`config.mk`:
```
export PLATFORM = sky130hd
export DESIGN_NAME = lcms_dac_update_scheduler
export DESIGN_NICKNAME = d
export VERILOG_FILES = /design/src/rtl/lcms_dac_update_scheduler.sv
export SDC_FILE = /design/constraint.sdc
export NUM_CORES = 1
export LEC_CHECK = 0
export CORE_MARGIN = 10
export CORE_UTILIZATION = 55
export DETAILED_ROUTE_END_ITERATION = 12
export PLACE_DENSITY_LB_ADDON = 0.08
export RECOVER_POWER = 25
export SLEW_MARGIN = 20
export SYNTH_ARGS = -nofsm -noshare
export SYNTH_HDL_FRONTEND = slang
export SYNTH_SLANG_ARGS = --single-unit
```
`constraint.sdc`:
```
create_clock -name dac_sm_clk -period 14.89 [get_ports dac_sm_clk]
set_input_delay 1.489 -clock dac_sm_clk [delete_from_list [all_inputs] [get_ports dac_sm_clk]]
set_output_delay 1.489 -clock dac_sm_clk [all_outputs]
set_load 0.005 [all_outputs]
```
`src/rtl/lcms_dac_update_scheduler.sv`:
```
// Round-robin scheduler that writes changed or forced bias/reference DAC channels
// to the DAC1/DAC2 serial engine, one word per valid/ready + done exchange.
module lcms_dac_update_scheduler #(
    parameter int NUM_CH     = 11,
    parameter int CH_PER_DAC = 8,
    parameter int GAP_CYCLES = 4
) (
    input  logic                 dac_sm_clk,
    input  logic                 reset,
    input  logic [NUM_CH*16-1:0] ch_data_i,
    input  logic                 force_refresh_i,
    output logic                 wr_valid_o,
    input  logic                 wr_ready_i,
    output logic                 wr_dac_sel_o,
    output logic [2:0]           wr_addr_o,
    output logic [15:0]          wr_data_o,
    input  logic                 wr_done_i,
    output logic                 busy_o,
    output logic [NUM_CH-1:0]    pending_o,
    output logic                 cfg_valid_o
);
    localparam int              IDX_W    = $clog2(NUM_CH);
    localparam logic [IDX_W:0]  NUM_CH_W = (IDX_W+1)'(NUM_CH);
    localparam logic [IDX_W-1:0] LAST_CH = IDX_W'(NUM_CH - 1);
    localparam logic [7:0]      GAP_LAST = 8'(GAP_CYCLES - 1);

    typedef enum logic [2:0] {IDLE, SELECT, ISSUE, WAIT_DONE, GAP} state_t;

    state_t            state_reg;
    state_t            state_next;
    logic [15:0]       shadow_reg [NUM_CH];
    logic [15:0]       ch_word    [NUM_CH];
    logic [NUM_CH-1:0] force_reg;
    logic [NUM_CH-1:0] written_reg;
    logic [NUM_CH-1:0] pending;
    logic [IDX_W-1:0]  ptr_reg;
    logic [IDX_W-1:0]  idx_reg;
    logic [15:0]       data_reg;
    logic              dac_sel_reg;
    logic [2:0]        addr_reg;
    logic [7:0]        gap_cnt_reg;
    logic              cfg_valid_reg;

    logic [IDX_W:0]    cand;
    logic [IDX_W-1:0]  pick;
    logic              pick_found;
    logic              pick_sel;
    logic [2:0]        pick_addr;
    logic              handshake;
    logic              gap_done;

    // A channel is pending while its live value differs from what was last sent, or it is forced.
    for (genvar gi = 0; gi < NUM_CH; gi++) begin : g_chan
        assign ch_word[gi] = ch_data_i[16*gi +: 16];
        assign pending[gi] = (ch_word[gi] != shadow_reg[gi]) | force_reg[gi];
    end

    // First pending channel at or after the pointer, wrapping past NUM_CH-1.
    always_comb begin
        cand       = '0;
        pick       = '0;
        pick_found = 1'b0;
        for (int i = 0; i < NUM_CH; i++) begin
            cand = {1'b0, ptr_reg} + (IDX_W+1)'(i);
            if (cand >= NUM_CH_W) begin
                cand = cand - NUM_CH_W;
            end
            if (!pick_found && pending[cand[IDX_W-1:0]]) begin
                pick       = cand[IDX_W-1:0];
                pick_found = 1'b1;
            end
        end
    end

    always_comb begin
        int k;
        k         = int'(pick);
        pick_sel  = 1'(k / CH_PER_DAC);
        pick_addr = 3'(k % CH_PER_DAC);
    end

    assign handshake = (state_reg == ISSUE) && wr_ready_i;
    assign gap_done  = (gap_cnt_reg == GAP_LAST);

    always_ff @(posedge dac_sm_clk) begin
        if (!reset) begin
            state_reg <= IDLE;
        end else begin
            state_reg <= state_next;
        end
    end

    always_comb begin
        state_next = state_reg;
        case (state_reg)
            IDLE:      if (|pending) state_next = SELECT;
            SELECT:    state_next = pick_found ? ISSUE : IDLE;
            ISSUE:     if (wr_ready_i) state_next = WAIT_DONE;
            WAIT_DONE: if (wr_done_i) state_next = GAP;
            GAP:       if (gap_done) state_next = (|pending) ? SELECT : IDLE;
            default:   state_next = IDLE;
        endcase
    end

    always_comb begin
        wr_valid_o = (state_reg == ISSUE);
        busy_o     = (state_reg != IDLE);
    end

    assign wr_dac_sel_o = dac_sel_reg;
    assign wr_addr_o    = addr_reg;
    assign wr_data_o    = data_reg;
    assign pending_o    = pending;
    assign cfg_valid_o  = cfg_valid_reg;

    always_ff @(posedge dac_sm_clk) begin
        if (!reset) begin
            ptr_reg       <= '0;
            idx_reg       <= '0;
            data_reg      <= '0;
            dac_sel_reg   <= 1'b0;
            addr_reg      <= '0;
            gap_cnt_reg   <= '0;
            force_reg     <= '1;
            written_reg   <= '0;
            cfg_valid_reg <= 1'b0;
        end else begin
            cfg_valid_reg <= cfg_valid_reg | (&written_reg);

            if (state_reg == SELECT && pick_found) begin
                idx_reg     <= pick;
                data_reg    <= ch_word[pick];
                dac_sel_reg <= pick_sel;
                addr_reg    <= pick_addr;
            end

            if (state_reg == GAP) begin
                gap_cnt_reg <= gap_cnt_reg + 8'd1;
            end else begin
                gap_cnt_reg <= '0;
            end

            // A refresh request landing on the accept cycle must keep the channel forced.
            if (force_refresh_i) begin
                force_reg <= '1;
            end else if (handshake) begin
                force_reg[idx_reg] <= 1'b0;
            end

            if (handshake) begin
                written_reg[idx_reg] <= 1'b1;
                ptr_reg <= (idx_reg == LAST_CH) ? '0 : idx_reg + 1'b1;
            end
        end
    end

    always_ff @(posedge dac_sm_clk) begin
        if (!reset) begin
            for (int i = 0; i < NUM_CH; i++) begin
                shadow_reg[i] <= '0;
            end
        end else if (handshake) begin
            shadow_reg[idx_reg] <= data_reg;
        end
    end

endmodule

```
After elaboration in Yosys (flattened, before gate mapping):

Memories as Yosys holds them, arrays and structs flattened.
Index checks and enable logic that the tools add are counted.

* flip-flop bits (word level): 62
* word-level logic and storage cells: 203
* memories kept: 1
* memory bits (writable): 176
* input port bits: 181
* output and inout bits: 34

* magnitude comparators: 25
* reductions and logical operators: 31
* eq/ne operators: 21
* muxes and demuxes: 75
* bitwise logic cells: 17
* add/sub/neg operators: 23

Memory list
* shadow_reg: words 11, bits a word 16, rd ports 11, clocked after Yosys merged registers in 0, wr ports 11, line 31 `logic [15:0] shadow_reg [NUM_CH];`

Operator list (count)
* != test 16 bit: 11
* two-way mux 4 bit: 24
* binary-select mux 16 bit (select 4 bit): 1
* < comparator 4 x 5 -> 1 bit (second input constant): 12
* greater-or-equal comparator 5 x 4 -> 1 bit (second input constant): 10
* two-way mux 16 bit: 3
* binary-select mux 1 bit (select 4 bit): 11
* subtractor 4 bit (second input constant): 11
* two-way mux 1 bit: 29
* adder 4 x 3 -> 5 bit (second input constant): 4
* OR reduction 16 bit: 1
* adder 4 x 4 -> 5 bit (second input constant): 3
* one-hot mux 3 bit (5 select lines): 1
* logical AND 1 bit: 13
* two-way mux 3 bit: 4
* bitwise OR 1 bit: 12
* AND 11 bit: 1
* inverter 11 bit: 1
* bitwise OR 11 bit: 1
* AND reduction 11 bit: 1
* OR reduction 11 bit: 1
* adder 4 x 2 -> 5 bit (second input constant): 2
* logical NOT 1 bit: 10
* adder 8 x 1 -> 8 bit (second input constant): 1
* other kinds (21): 24

Longest topological paths before layout:

An unclocked memory read counts as a cell.

* depth in word-level cells: 40
* gate-level depth with buffers: 24
* depth with buffers taken out: 16

Worst setup path after synthesis:

OpenSTA, ideal clock, no wires.

* path type: input to register
* start: input port ch_data_i[81]
* end: register data_reg[10], in the netlist wr_data_o[10]
* slack: 9507 ps
* path buffers: 4
* setup time: 133 ps
* data arrival time: 5250 ps
* required time: 14757 ps
* stages: 18
* cells stage by stage: xor2_1 -> nor4_1 -> nand3_1 -> or4_1 -> clkbuf_1 -> mux2_2 -> a22o_1 -> a31o_1 -> buf_6 -> or4_1 -> nand4bb_1 -> o21ai_2 -> o31a_1 -> buf_4 -> buf_4 -> mux2_1 -> a222oi_1 -> o31ai_1

* longest elaborated chain between the ends: 39
* elaborated cells between the ends (all ways): 71
* classes of those cells: eq/ne (1); mux (47); bitwise (2); reduce/logical (21)

Ends and longest elaborated chain
* start, declared: line 10 `input logic [NUM_CH*16-1:0] ch_data_i,`
* != test 16 bit (*): line 55 `assign pending[gi] = (ch_word[gi] != shadow_reg[gi]) | force_reg[gi];`
* bitwise OR 1 bit (*): line 55
* binary-select mux 1 bit (select 4 bit): line 68 `if (!pick_found && pending[cand[IDX_W-1:0]]) begin`
* two-way mux 1 bit (not written as such): line 68
* two-way mux 1 bit: line 68
* logical NOT 1 bit: line 68
* logical AND 1 bit: line 68
* two-way mux 1 bit: line 68
* [22 not listed]
* logical AND 1 bit: line 68
* two-way mux 1 bit: line 68
* logical NOT 1 bit: line 68
* logical AND 1 bit: line 68
* two-way mux 4 bit: line 68
* inverter 4 -> 5 bit (not written as such): line 132 `data_reg <= ch_word[pick];`
* binary-select mux 16 bit (select 4 bit): line 132
* two-way mux 16 bit (not written as such) (2 in series): line 132
* end signal, assigned: line 132
* end, declared: line 38 `logic [15:0] data_reg;`

Mark *: on every way between the ends. The rest lies on a longest branch, timed or not. The select of a mux whose other input is x is not followed.
A chain may end at the register's enable or synchronous reset.

Final worst setup path:

* start: register ptr_reg[1]
* end: register data_reg[14], in the netlist wr_data_o[14]

* longest elaborated chain between the ends: 39
* elaborated cells between the ends (all ways): 112
* classes of those cells: add/sub (21); order compare (11); mux (58); bitwise (1); reduce/logical (21)

Ends and longest elaborated chain
* start, declared: line 36 `logic [IDX_W-1:0] ptr_reg;`
* start signal, assigned: line 152 `ptr_reg <= (idx_reg == LAST_CH) ? '0 : idx_reg + 1'b1;`
* parallel branches: the longest is 39 deep, another holds adder 4 x 1 -> 5 bit

Several ways; the timed one is not identified. The select of a mux whose other input is x is not followed.

==> summary.md <==
| Metric | Value |
|---|---|
| Layout net count | slightly above 2,000 |
| IO Port Bufs | around 210 |
| Sequential Power Share | 38.5% |
| Vias in the first global route | 14,662 |
| Post-CTS setup buffers | 0 |
| Maximum clock rate | 129.3 MHz |
| Setup Viol. Count Final | 0 |
| Post-DRT Antenna Nets | 0 |
| Yosys Warn Count | 0 |
| Hold Buf Count CTS | 0 |
| Ports | 215 |
| Fin. max-slew vios | 0 |
| Max FO, Critical Path | 53 |
| Sequential area share after synthesis | 39.91% |
| Hold Vio Cnt, Final | 0 |
| Sw frac | 33.01% |
| Post-Synthesis Net Count | 1,867 |
| EDFF count, synth | between 150 and 200 |
| CTS tree | done |
| Final core occ | 67.15% |
| Grt ovf | 0 |
| Placed inst area | between 15,000 and 20,000 sq um |
| Hold crit path type | reg -> reg |
| Final period utilization | around 52% |
| #FFs+latches synth | ~230 |
| Ratio of cells with drive above 1 in the final layout | 6.992% |
| CP Data Arrival Time | 8170 ps |
| Clock share of power | roughly a third |
| MaxCap Viol Count | 0 |
| PwrDens | roughly 100 nW/um^2 |
| Core ar. | 28,010 sq um |
| Die height | 189.2 um |
| H-tree levels | 1 |
| Pin count of the biggest net entering global routing | 54 |
| Clk sinks | 234 |
| Vias | 14,960 |
| First-pass GRT wire length | 94.30 mm |
| Root Driver | clkbuf_16 |
| Tightest Pin Transition | ~1500 ps |
| Synth area leaders | edfxtp_1 31%, dfxtp_1 9.4%, xor2_1 8.6% |
| Internal | 1.295 mW |
| Initial Util | 56.23% |
| Synth unique cells | 100 |
| Type of element capturing the critical path | register |
| Iter 0 DRT Violations | 2,010 |
| Max Root-Sink Buffers | 3 |
| Full die area | 35,810 sq um |
| Post-synth top area cell | edfxtp_1 |
| Async set or reset register ratio after synthesis | 0% |
| ANT cells | 0 |
| Switching pwr | about 0.64 mW |
| Clock slew at reported path FFs | 70 ps |
| Initial antenna violation count | 0 |
| Cell Rows | 61 |
| Dpl hpwl | approximately 50 mm |
| Prevailing post-synth register cell | edfxtp_1 |
| Mapped Cells | 1,669 |
| Worst EP required | 15,330 ps |
| Crit Path Class | reg -> reg |
| Post-cts gate resize count | 0 |
| Final WS setup | between 7000 and 8000 ps |
| Area share of the largest cell type after synthesis | slightly above 30% |
| DR DRC count | 0 |
| Total Routing Usage GR | 35.02% |
| VDD IR-drop max | a little under 0.1 mV |
| Die Wd | around 190 um |
| Unrepaired setup endpoints after global routing | false |
| WL/cell | slightly below 30 um |
| Routed wire length | 65.62 mm |
| Synth-to-layout area growth | 19.41% |
| Status | finished, final reports clean |
| Finished Cell Area | 18,810 sq um |
| Clk_lat worst skew | 570 ps |
| Max reg flops | 176 |
| Post-placement setup slack | 7032 ps |
| Cell area after technology mapping | 15,750 sq um |
| Setup TNS | 0 ps |
| Leak pwr | between 6 and 7 nW |
| Combinational Power Share | 28.1% |
| Min cycle time layout | 7732 ps |
| Total CTS buffers | 25 |
| Syn Area/Cell | approximately 9.4 sq um |
| Worst Skew | between 30 and 40 ps |
| Critical Path Source Type | register |
| Vias per cell | ~6.7 |
| Placer's final routability congestion estimate | roughly 1.1 |
| Drt first pass iters | 7 |
| Max transition margin | 3.016% |
==> final cells by class <==
type | instances | area, sq um
multi-input cells | 1282 | 8765
well taps | 378 | 473.0
fillers | 2283 | 9201
clock buffers | 31 | 658.1
repair buffers | 234 | 2273
clock inverters | 15 | 168.9
flip-flops and latches | 234 | 6287
inverters | 49 | 183.9
==> per-stage QoR <==
| stage | hold slack [ps] | std cells | power, mW |
|---|---|---|---|
| finish | 444.7 | 2223 | 1.934 |
| global route | 472.4 | 2223 | 1.982 |
| CTS | 449.4 | 2223 | 1.917 |
| detailed placement | 438.7 | 2177 | 1.282 |
| global placement | 426.8 | 2177 | 1.279 |
| floorplan | 417.6 | 1669 | 1.074 |
==> cells by family after synthesis <==
| logic type | count (synthesis) | synth area share [%] |
|---|---|---|
| multiplexers | 104 | 7.086 |
| AND/OR/NAND/NOR | 559 | 16.98 |
| buffers and inverters | 153 | 4.488 |
| flip-flops | 234 | 39.91 |
| XOR/XNOR | 211 | 12.11 |
| adder cells (fa/ha/maj) | 17 | 1.350 |
| AO/OA/AOI/OAI | 391 | 18.08 |
==> final timing paths <==
kind / start / to / slack, ps / cells after the start
max: ptr_reg[1] / wr_data_o[14] / 7160 / 17
min: gap_cnt_reg[0] / gap_cnt_reg[0] / 440 / 1
max reg2reg: ptr_reg[1] / wr_data_o[14] / 7160 / 17
min reg2reg: gap_cnt_reg[0] / gap_cnt_reg[0] / 440 / 1
==> power groups by stage <==
stage | clock network [mW] | logic, mW | registers [mW]
finish | 0.645 | 0.544 | 0.745
global route | 0.669 | 0.567 | 0.746
CTS | 0.645 | 0.528 | 0.743
detailed placement | 0 | 0.526 | 0.757
global placement | 0 | 0.523 | 0.756
floorplan | 0 | 0.328 | 0.747
==> layout by cell type (no fill, tap or decap), drive strengths merged, types with 37 or more instances in the layout <==
master           n
mux2            40
nand2           77
o21ai           64
nor4            37
clkdlybuf4s50  213
a21oi           85
xor2           155
inv             47
nor2           249
nor3            53
edfxtp         160
mux2i           62
xnor2           56
nand3           38
dfxtp           74
==> metal layers <==
layer / up-vias / part of all wire [%] / wire (um) / global-route usage, %
met1: 7130 / 34 / 22450 / 38.68
met3: 326 / 10 / 6626 / 8.232
met5: - / 0 / 0 / 0
met4: 0 / 8.9 / 5869 / 26.37
met2: 1042 / 47 / 30680 / 57.85
li1: 6462 / - / - / -
==> synth_stat cells (18+ instances only) <==
cell	number
dfxtp_1	74
mux2i_1	62
inv_1	42
o21ai_0	56
nand3_1	38
nor4_1	35
a31oi_1	20
nand2b_1	18
xnor2_1	52
a22o_1	18
mux2_2	23
xor2_1	154
nor2_1	246
nor3_1	50
a211o_1	26
nand2_1	77
clkbuf_1	66
buf_2	18
a21oi_1	78
edfxtp_1	160
o31ai_1	25
==> worst max-delay path, cell delays in order, from the launching register on <==
cell	delay, ps
dfxtp_1	720
clkinv_1	510
ha_1	980
nor2b_1	740
o32ai_4	180
a21oi_4	230
xnor2_4	210
mux4_2	560
a21oi_2	210
o2bb2ai_2	250
nor3_2	160
nand3_1	310
o22a_1	270
o31a_2	600
buf_4	770
mux2_1	390
a222oi_1	320
o31ai_1	140
Note: power is estimated with default switching activity, not from simulation.
